File: config.mk
export PLATFORM = sky130hd
export DESIGN_NAME = disp_mux_seq
export DESIGN_NICKNAME = d
export VERILOG_FILES = /design/src/rtl/disp_mux_seq.sv
export SDC_FILE = /design/constraint.sdc
export NUM_CORES = 1
export LEC_CHECK = 0
export ABC_AREA = 1
export ABC_CLOCK_PERIOD_IN_PS = 5350
export CAP_MARGIN = 0
export CELL_PAD_IN_SITES_DETAIL_PLACEMENT = 1
export CELL_PAD_IN_SITES_GLOBAL_PLACEMENT = 2
export CORE_MARGIN = 5
export CORE_UTILIZATION = 28
export CTS_CLUSTER_SIZE = 25
export DETAILED_ROUTE_END_ITERATION = 10
export GPL_ROUTABILITY_DRIVEN = 1
export PLACE_DENSITY = 0.95
export RECOVER_POWER = 25
export SYNTH_ARGS = -nofsm -noshare
export SYNTH_HDL_FRONTEND = slang
export SYNTH_SLANG_ARGS = --single-unit
File: constraint.sdc
create_clock -name clk -period 5.35 [get_ports clk]
set_clock_uncertainty 0.2 [all_clocks]
set_input_delay 0.8025 -clock clk [delete_from_list [all_inputs] [get_ports clk]]
set_output_delay 0.8025 -clock clk [all_outputs]
set_load 0.1 [all_outputs]
File: src/rtl/disp_mux_seq.sv
// disp_mux_seq: registered 7-seg source mux with score scroll/blink; blink built only with DISP_MUX_BLINK_EN
module disp_mux_seq #(
    parameter int N_DIG = 6,
    parameter int SEG_W = 8,
    parameter logic [SEG_W-1:0] DASH_PAT = 8'h3F,
    parameter logic [SEG_W-1:0] BLANK_PAT = 8'hFF,
    parameter int BLINK_TICKS = 4
) (
    input  logic                   clk,
    input  logic                   rst_n,
    input  logic                   tick,
    input  logic [2:0]             mode,
    input  logic [SEG_W-1:0]       mode_disp,
    input  logic [N_DIG*SEG_W-1:0] scram,
    input  logic [N_DIG*SEG_W-1:0] score,
    output logic [N_DIG*SEG_W-1:0] disp,
    output logic [2:0]             mode_q,
    output logic                   frame_start
);
    localparam int RING = 2*N_DIG;
    localparam int PW = $clog2(RING);
    localparam int H = N_DIG/2;
    logic [PW-1:0] pos;
    logic wrap_q, chg, adv, blank;
    logic [N_DIG*SEG_W-1:0] nxt;
    logic [RING*SEG_W-1:0] ring;
    assign chg = mode != mode_q;
    assign adv = tick && !chg && mode_q == 3'd5;
    assign ring = {{N_DIG{BLANK_PAT}}, score};
`ifdef DISP_MUX_BLINK_EN
    localparam int BW = $clog2(BLINK_TICKS+1);
    logic [BW-1:0] bcnt;
    logic phase;
    always_ff @(posedge clk or negedge rst_n) begin
        if (!rst_n) begin
            bcnt <= '0;
            phase <= 1'b1;
        end else if (chg) begin
            bcnt <= '0;
            phase <= 1'b1;
        end else if (tick && mode_q == 3'd6) begin
            bcnt <= (bcnt == BW'(BLINK_TICKS-1)) ? '0 : bcnt + 1'b1;
            phase <= (bcnt == BW'(BLINK_TICKS-1)) ? ~phase : phase;
        end
    end
    assign blank = mode_q == 3'd6 && !phase;
`else
    assign blank = 1'b0;
`endif
    always_comb begin
        nxt = {N_DIG{DASH_PAT}};
        case (mode_q)
            3'd1: nxt[SEG_W-1:0] = mode_disp;
            3'd2: nxt = scram;
            3'd3, 3'd6: begin
                nxt[(H-1)*SEG_W +: SEG_W] = blank ? BLANK_PAT : score[0 +: SEG_W];
                nxt[H*SEG_W +: SEG_W] = blank ? BLANK_PAT : score[SEG_W +: SEG_W];
            end
            3'd4: for (int i = 1; i < N_DIG-1; i++) nxt[i*SEG_W +: SEG_W] = score[(i+1)*SEG_W +: SEG_W];
            3'd5: for (int i = 0; i < N_DIG; i++) nxt[i*SEG_W +: SEG_W] = ring[((i + int'(pos)) % RING)*SEG_W +: SEG_W];
            default: ;
        endcase
    end
    // frame_start is delayed one cycle so it lines up with the disp showing pos 0
    always_ff @(posedge clk or negedge rst_n) begin
        if (!rst_n) begin
            mode_q <= '0;
            pos <= '0;
            wrap_q <= 1'b0;
            frame_start <= 1'b0;
            disp <= {N_DIG{DASH_PAT}};
        end else begin
            mode_q <= mode;
            pos <= chg ? '0 : adv ? ((pos == PW'(RING-1)) ? '0 : pos + 1'b1) : pos;
            wrap_q <= adv && pos == PW'(RING-1);
            frame_start <= wrap_q;
            disp <= nxt;
        end
    end
endmodule

==> flow_summary.json, run 1 <==
{
  "yosysWarnings": 0,
  "critPathLaunchType": "flop",
  "setup_tns_ns": 0,
  "p_comb_share_pct": 35.9,
  "reg2reg_slack_ns": 1.87,
  "place_hpwl_um": 21800,
  "power_uw": 1670,
  "p_int_uw": 995,
  "mostFrequentLayoutCell": "nand2_1",
  "antenna_found_initial": 0,
  "gp_congestion": 0.964,
  "dpl_cell_area_um2": 7820,
  "ant_nets": 0,
  "syn_inst": 952,
  "viasPerCell": 5.06,
  "async_flop_share_pct": 100,
  "end_kind": "flop",
  "reg2reg_depth": 14,
  "grt_overflow": 0,
  "core_area_um2": 21000,
  "max-cap-violations": 0,
  "yosysSeqAreaShare_pct": 24.7,
  "swShare_pct": 40.5,
  "post-route-drc-count": 0,
  "yosys_most_used_dff": "dfstp_2",
  "htreeDepth": 3,
  "yosys.area.top_type": "nand2_1",
  "outcome": "finished clean",
  "synth-seq-cells": 57,
  "fin_area_um2": 8100,
  "path_clk_slew_ns": 0.06,
  "p_per_area_nw_per_um2": 206,
  "routed_wl_um": 26600,
  "period_minus_slack_ns": 3.48,
  "layout.nets": 1233,
  "cts_setup_buffers": 0,
  "layout_common_cells": "nand2_1, clkdlybuf4s50_1, nand3_1",
  "grt_max_degree": 74,
  "syn_to_final_growth_pct": 36.2,
  "peakVddDrop_uv": 155,
  "drive_above_1_share_pct": 12.8,
  "grt_pass1_wl_um": 40400,
  "hold_violations": 0,
  "clkSinkCount": 57,
  "cp_max_fo": 73,
  "worstMarginPinSlew_ns": 1.01,
  "crit_required_ns": 5.37,
  "slew-limit-headroom_pct": 32.3,
  "hp-class": "flop to flop",
  "die_area_um2": 24300,
  "dieWidth_um": 156,
  "num_rows": 53,
  "cts.path.max_buffers": 2,
  "cts_hold_buf": 0,
  "start_util_pct": 28.4,
  "synth_nets": 1087,
  "dr.pass1.iters": 5,
  "wl_per_cell_um": 19.3,
  "antenna_cells": 0,
  "criticalPathCategory": "flop to flop",
  "clock_latency_ns": 0.35,
  "ys_types": 43,
  "grt_use_total_pct": 21.5,
  "post_cts_resized": 0,
  "dieHeight_um": 156,
  "ys_top_cells_by_area": "nand2_1, dfstp_2, nand3_1, dfrtp_1, o21ai_0",
  "seqPwrFrac_pct": 29.6,
  "rsz0062_at_grt": "false",
  "vias": 6973,
  "synth_top_area_share_pct": 21.5,
  "fmax_ghz": 0.287,
  "synth_edf_count": 0,
  "min_path_cells": 0,
  "cts_inserted_buffers": 9,
  "setup_viol": 0,
  "cts_tree": "done",
  "crit_arrival_ns": 3.51,
  "hold_ws_ns": 0.150,
  "power.switching_uw": 678,
  "clkPwrFrac_pct": 34.5,
  "avgSynthCellArea_um2": 6.25,
  "p_leak_uw": 0.00385,
  "synthesis.area_um2": 5950,
  "cts-root-buf": "clkbuf_16",
  "min_period_over_period_pct": 65.1,
  "io_buffers": 161,
  "final_max_slew_viol_count": 0,
  "ios": 162,
  "grt_pass1_vias": 7086,
  "drt_iter0_markers": 487
}
per-layer routing:
layer | wire length, um | share of wire [%] | up-vias | global-route usage [%]
li1 | - | - | 3430 | -
met1 | 12300 | 46 | 3312 | 29.5
met2 | 12300 | 46 | 203 | 34.9
met3 | 1550 | 5.8 | 28 | 3.80
met4 | 496 | 1.9 | 0 | 5.79
met5 | 0 | 0 | - | 0
cells by family after synthesis:
kind of cell	share of synthesized area, %
xor+xnor	0.883
flops	24.7
buf+inv	8.88
fa+ha+maj	5.26
simple gates	43.7
mux	1.18
compound gates	15.4
worst max-delay path, cell delays in order, from the launching register on:
cell and delay [ns]:
dfrtp_2 0.48, buf_4 0.57, nand2_1 0.20, nand2_1 0.12, nand2_1 0.05, nand2_1 0.13
ha_1 0.29, mux2i_1 0.45, nand4_2 0.29, nand2_2 0.26, nor2_1 0.08, nor2_1 0.08
nand2_1 0.06, nand2_1 0.05, nand2_1 0.05
layout make-up:
| class | count | area [um2] |
|---|---|---|
| fillers | 2771 | 12900 |
| multi-input cells | 757 | 3950 |
| repair buffers | 168 | 1660 |
| flip-flops and latches | 57 | 1470 |
| inverters | 105 | 397 |
| well taps | 275 | 344 |
| clock buffers | 11 | 253 |
| clock inverters | 5 | 30.0 |
power by group through the flow:
stage,logic (uW),registers (uW),clock network (uW)
detailed placement,599,502,0
finish,601,495,577
floorplan,117,756,0
global placement,599,501,0
global route,629,500,601
CTS,602,496,584
per-stage QoR:
stage	setup WS, ns	utilization (%)	instances
6_report	1.87	38.7	1378
5_1_grt	1.55	38.7	1378
4_1_cts	1.91	38.7	1378
3_5_place_dp	1.92	37.3	1362
3_3_place_gp	2.13	37.3	1362
2_1_floorplan	2.27	-	952
registers in the layout, indices dropped and copies added, names as in the netlist:
name,flops
disp,48
pos,4
mode_q,3
frame_start,1
wrap_q,1
worst paths after layout:
check                        from          end
max                        pos[0]     disp[31]
min                        wrap_q  frame_start
max reg2reg                pos[0]     disp[31]
min reg2reg                wrap_q  frame_start
max in group asynchronous   rst_n       pos[0]
min in group asynchronous   rst_n     disp[46]
cell usage after synthesis (15+ instances only):
cell type,instances
inv_1,89
nand3_1,107
a221oi_1,17
dfstp_2,36
clkbuf_1,26
o21ai_0,86
nand2_2,21
nor2_1,34
nand2_1,340
ha_1,25
nor3_1,15
dfrtp_1,21
Note: power is estimated with default switching activity, not from simulation.
==> run 2, diff against run 1 <==
--- a/config.mk
+++ b/config.mk
@@ -6,16 +6,16 @@
 export NUM_CORES = 1
 export LEC_CHECK = 0
 export ABC_AREA = 1
-export ABC_CLOCK_PERIOD_IN_PS = 5350
+export ABC_CLOCK_PERIOD_IN_PS = 3500
 export CAP_MARGIN = 0
 export CELL_PAD_IN_SITES_DETAIL_PLACEMENT = 1
 export CELL_PAD_IN_SITES_GLOBAL_PLACEMENT = 2
 export CORE_MARGIN = 5
-export CORE_UTILIZATION = 28
+export CORE_UTILIZATION = 26
 export CTS_CLUSTER_SIZE = 25
 export DETAILED_ROUTE_END_ITERATION = 10
 export GPL_ROUTABILITY_DRIVEN = 1
-export PLACE_DENSITY = 0.95
+export PLACE_DENSITY = 0.94
 export RECOVER_POWER = 25
 export SYNTH_ARGS = -nofsm -noshare
 export SYNTH_HDL_FRONTEND = slang
==> constraint.sdc (replaced) <==
create_clock -name clk -period 3.5 [get_ports clk]
set_clock_uncertainty 0.2 [all_clocks]
set_input_delay 0.525 -clock clk [delete_from_list [all_inputs] [get_ports clk]]
set_output_delay 0.525 -clock clk [all_outputs]
set_load 0.1 [all_outputs]
==> run 2 against run 1 <==
Effect of this change:
- the flow now finishes with violations (max-capacitance violations, max-slew violations)
- worst setup slack worse by 1.6 ns
- wire length grew 2.5%
- combinational power rose by 51%
- critical path depth is 1 higher
- total power is 61% higher
- maximum frequency up 6.8%
- flip-flop and latch count unchanged
- sequential power is 53% higher
- die area rose by 7.2%
- clock power rose by 79%
- cell area barely moved
- final cell count grew 1.2%
- largest power group is now the clock network
==> flow_summary.json, run 2 (same netlist as run 1, synthesis figures left out) <==
{
  "outcome": "finished, violations left",
  "violations": "max-capacitance violations, max-slew violations",
  "use_met1_pct": 28.2,
  "num_rows": 55,
  "post_cts_resized": 0,
  "crit_arrival_ns": 3.28,
  "hold_violations": 0,
  "hp-class": "flop to flop",
  "grt_use_total_pct": 20.5,
  "setup_tns_ns": 0,
  "dieWidth_um": 161,
  "layout.nets": 1240,
  "setup_viol": 0,
  "regMostFlops": "disp",
  "p_per_area_nw_per_um2": 333,
  "path_clk_slew_ns": 0.06,
  "period_minus_slack_ns": 3.26,
  "reg2reg_depth": 15,
  "crit_family": "adder cells",
  "cp_max_fo": 9,
  "final_max_slew_viol_count": 34,
  "start_util_pct": 26.4,
  "ios": 162,
  "syn_to_final_growth_pct": 36.2,
  "place_hpwl_um": 22600,
  "top_usage_layer": "met2",
  "cts-root-buf": "clkbuf_16",
  "criticalPathCategory": "flop to flop",
  "drive_above_1_share_pct": 17.6,
  "slew-limit-headroom_pct": -24.2,
  "end_kind": "flop",
  "cts_hold_buf": 0,
  "wl_per_cell_um": 19.6,
  "io_buffers": 161,
  "crit_required_ns": 3.52,
  "fillers": 2932,
  "cts_inserted_buffers": 9,
  "grt_pass1_wl_um": 41600,
  "max_stage_delay_ns": 0.48,
  "post-route-drc-count": 0,
  "cp_cell_sequence": "ha_1 > ha_1 > ha_1 > inv_1 > or2_2 > nand2_1 > inv_1 > nand3_2 > nand2_2 > nand3_1 > nand2_2 > a21oi_2 > nor2_4 > nand2_1 > nand2_1",
  "reg2reg_slack_ns": 0.24,
  "seq_area_um2": 1470,
  "worstSetupEndpoint": "disp[23]",
  "met3_usage_pct": 3.27,
  "fmax_ghz": 0.307,
  "cts_setup_buffers": 0,
  "cts_tree": "done",
  "cp_num_buf_inv": 2,
  "vias": 7055,
  "rsz0062_at_grt": "false",
  "gp_congestion": 0.965,
  "dr.pass1.iters": 5,
  "top_regs": "disp (48), pos (4), mode_q (3)",
  "core_area_um2": 22600,
  "timing.rr.start": "pos[1]",
  "dieHeight_um": 161,
  "grt_pass1_vias": 7230,
  "die_area_um2": 26000,
  "viasPerCell": 5.06,
  "worstReg2RegEnd": "disp[23]",
  "cp_slowest_cell": "dfrtp_1",
  "peakVddDrop_uv": 194,
  "clkSinkCount": 57,
  "max-cap-violations": 1,
  "clock_latency_ns": 0.34,
  "antenna_found_initial": 0,
  "htreeDepth": 3,
  "grt_overflow": 0,
  "mostFrequentLayoutCell": "nand2_1",
  "min_period_over_period_pct": 93.2,
  "multiInputGateArea_um2": 3950,
  "layout_common_cells": "nand2_1, clkdlybuf4s50_1, nand3_1",
  "largest_reg_flops": 48,
  "drt_iter0_markers": 527,
  "critical_path.startpoint": "pos[1]",
  "final_core_util_pct": 35.9,
  "ant_nets": 0,
  "routed_wl_um": 27300,
  "critPathLaunchType": "flop",
  "p_leak_uw": 0.00393,
  "antenna_cells": 0,
  "cts.path.max_buffers": 2,
  "grt_max_degree": 65,
  "worstMarginPinSlew_ns": 1.86,
  "gr-usage-met2_pct": 34.1,
  "crit_cells": 15
}
==> run 2: cell type report <==
| cell class | instances | share of cell area, % |
|---|---|---|
| multi-input cells | 757 | 48.8 |
| repair buffers | 175 | 19.7 |
| flip-flops and latches | 57 | 18.2 |
| inverters | 105 | 4.89 |
| well taps | 285 | 4.40 |
| clock buffers | 11 | 3.12 |
| clock inverters | 5 | 0.957 |
==> run 2: per-layer routing <==
layer	share of wire [%]	vias up
li1	-	3440
met1	47	3386
met2	47	203
met3	5.1	26
met4	1.5	0
met5	0	-
==> run 2: worst min-delay path by stage <==
stage | startpoint | to | slack [ns] | depth (start not counted)
floorplan | rst_n | disp[14] | 0.03 | 0
global placement | wrap_q | frame_start | 0.14 | 0
detailed placement | wrap_q | frame_start | 0.15 | 0
CTS | rst_n | disp[14] | 0.08 | 1
global route | wrap_q | frame_start | 0.16 | 0
finish | wrap_q | frame_start | 0.16 | 0
==> run 2: metrics by stage <==
step	hold WS (ns)	worst slack, ns	instances	power, uW	cell area, um2
after global routing	0.158	0.0233	1395	2790	8100
after detailed placement	0.146	0.198	1379	1670	7770
after floorplan	0.0294	0.420	952	1330	5950
after CTS	0.0847	0.179	1395	2720	8100
after global placement	0.141	0.349	1379	1670	7770
final	0.159	0.238	1395	2690	8100
==> run 2: power by group <==
part / total [uW] / switching, uW / internal (uW)
logic: 907 / 652 / 255
registers: 758 / 20.1 / 737
clock network: 1030 / 369 / 661
total: 2690 / 1040 / 1650
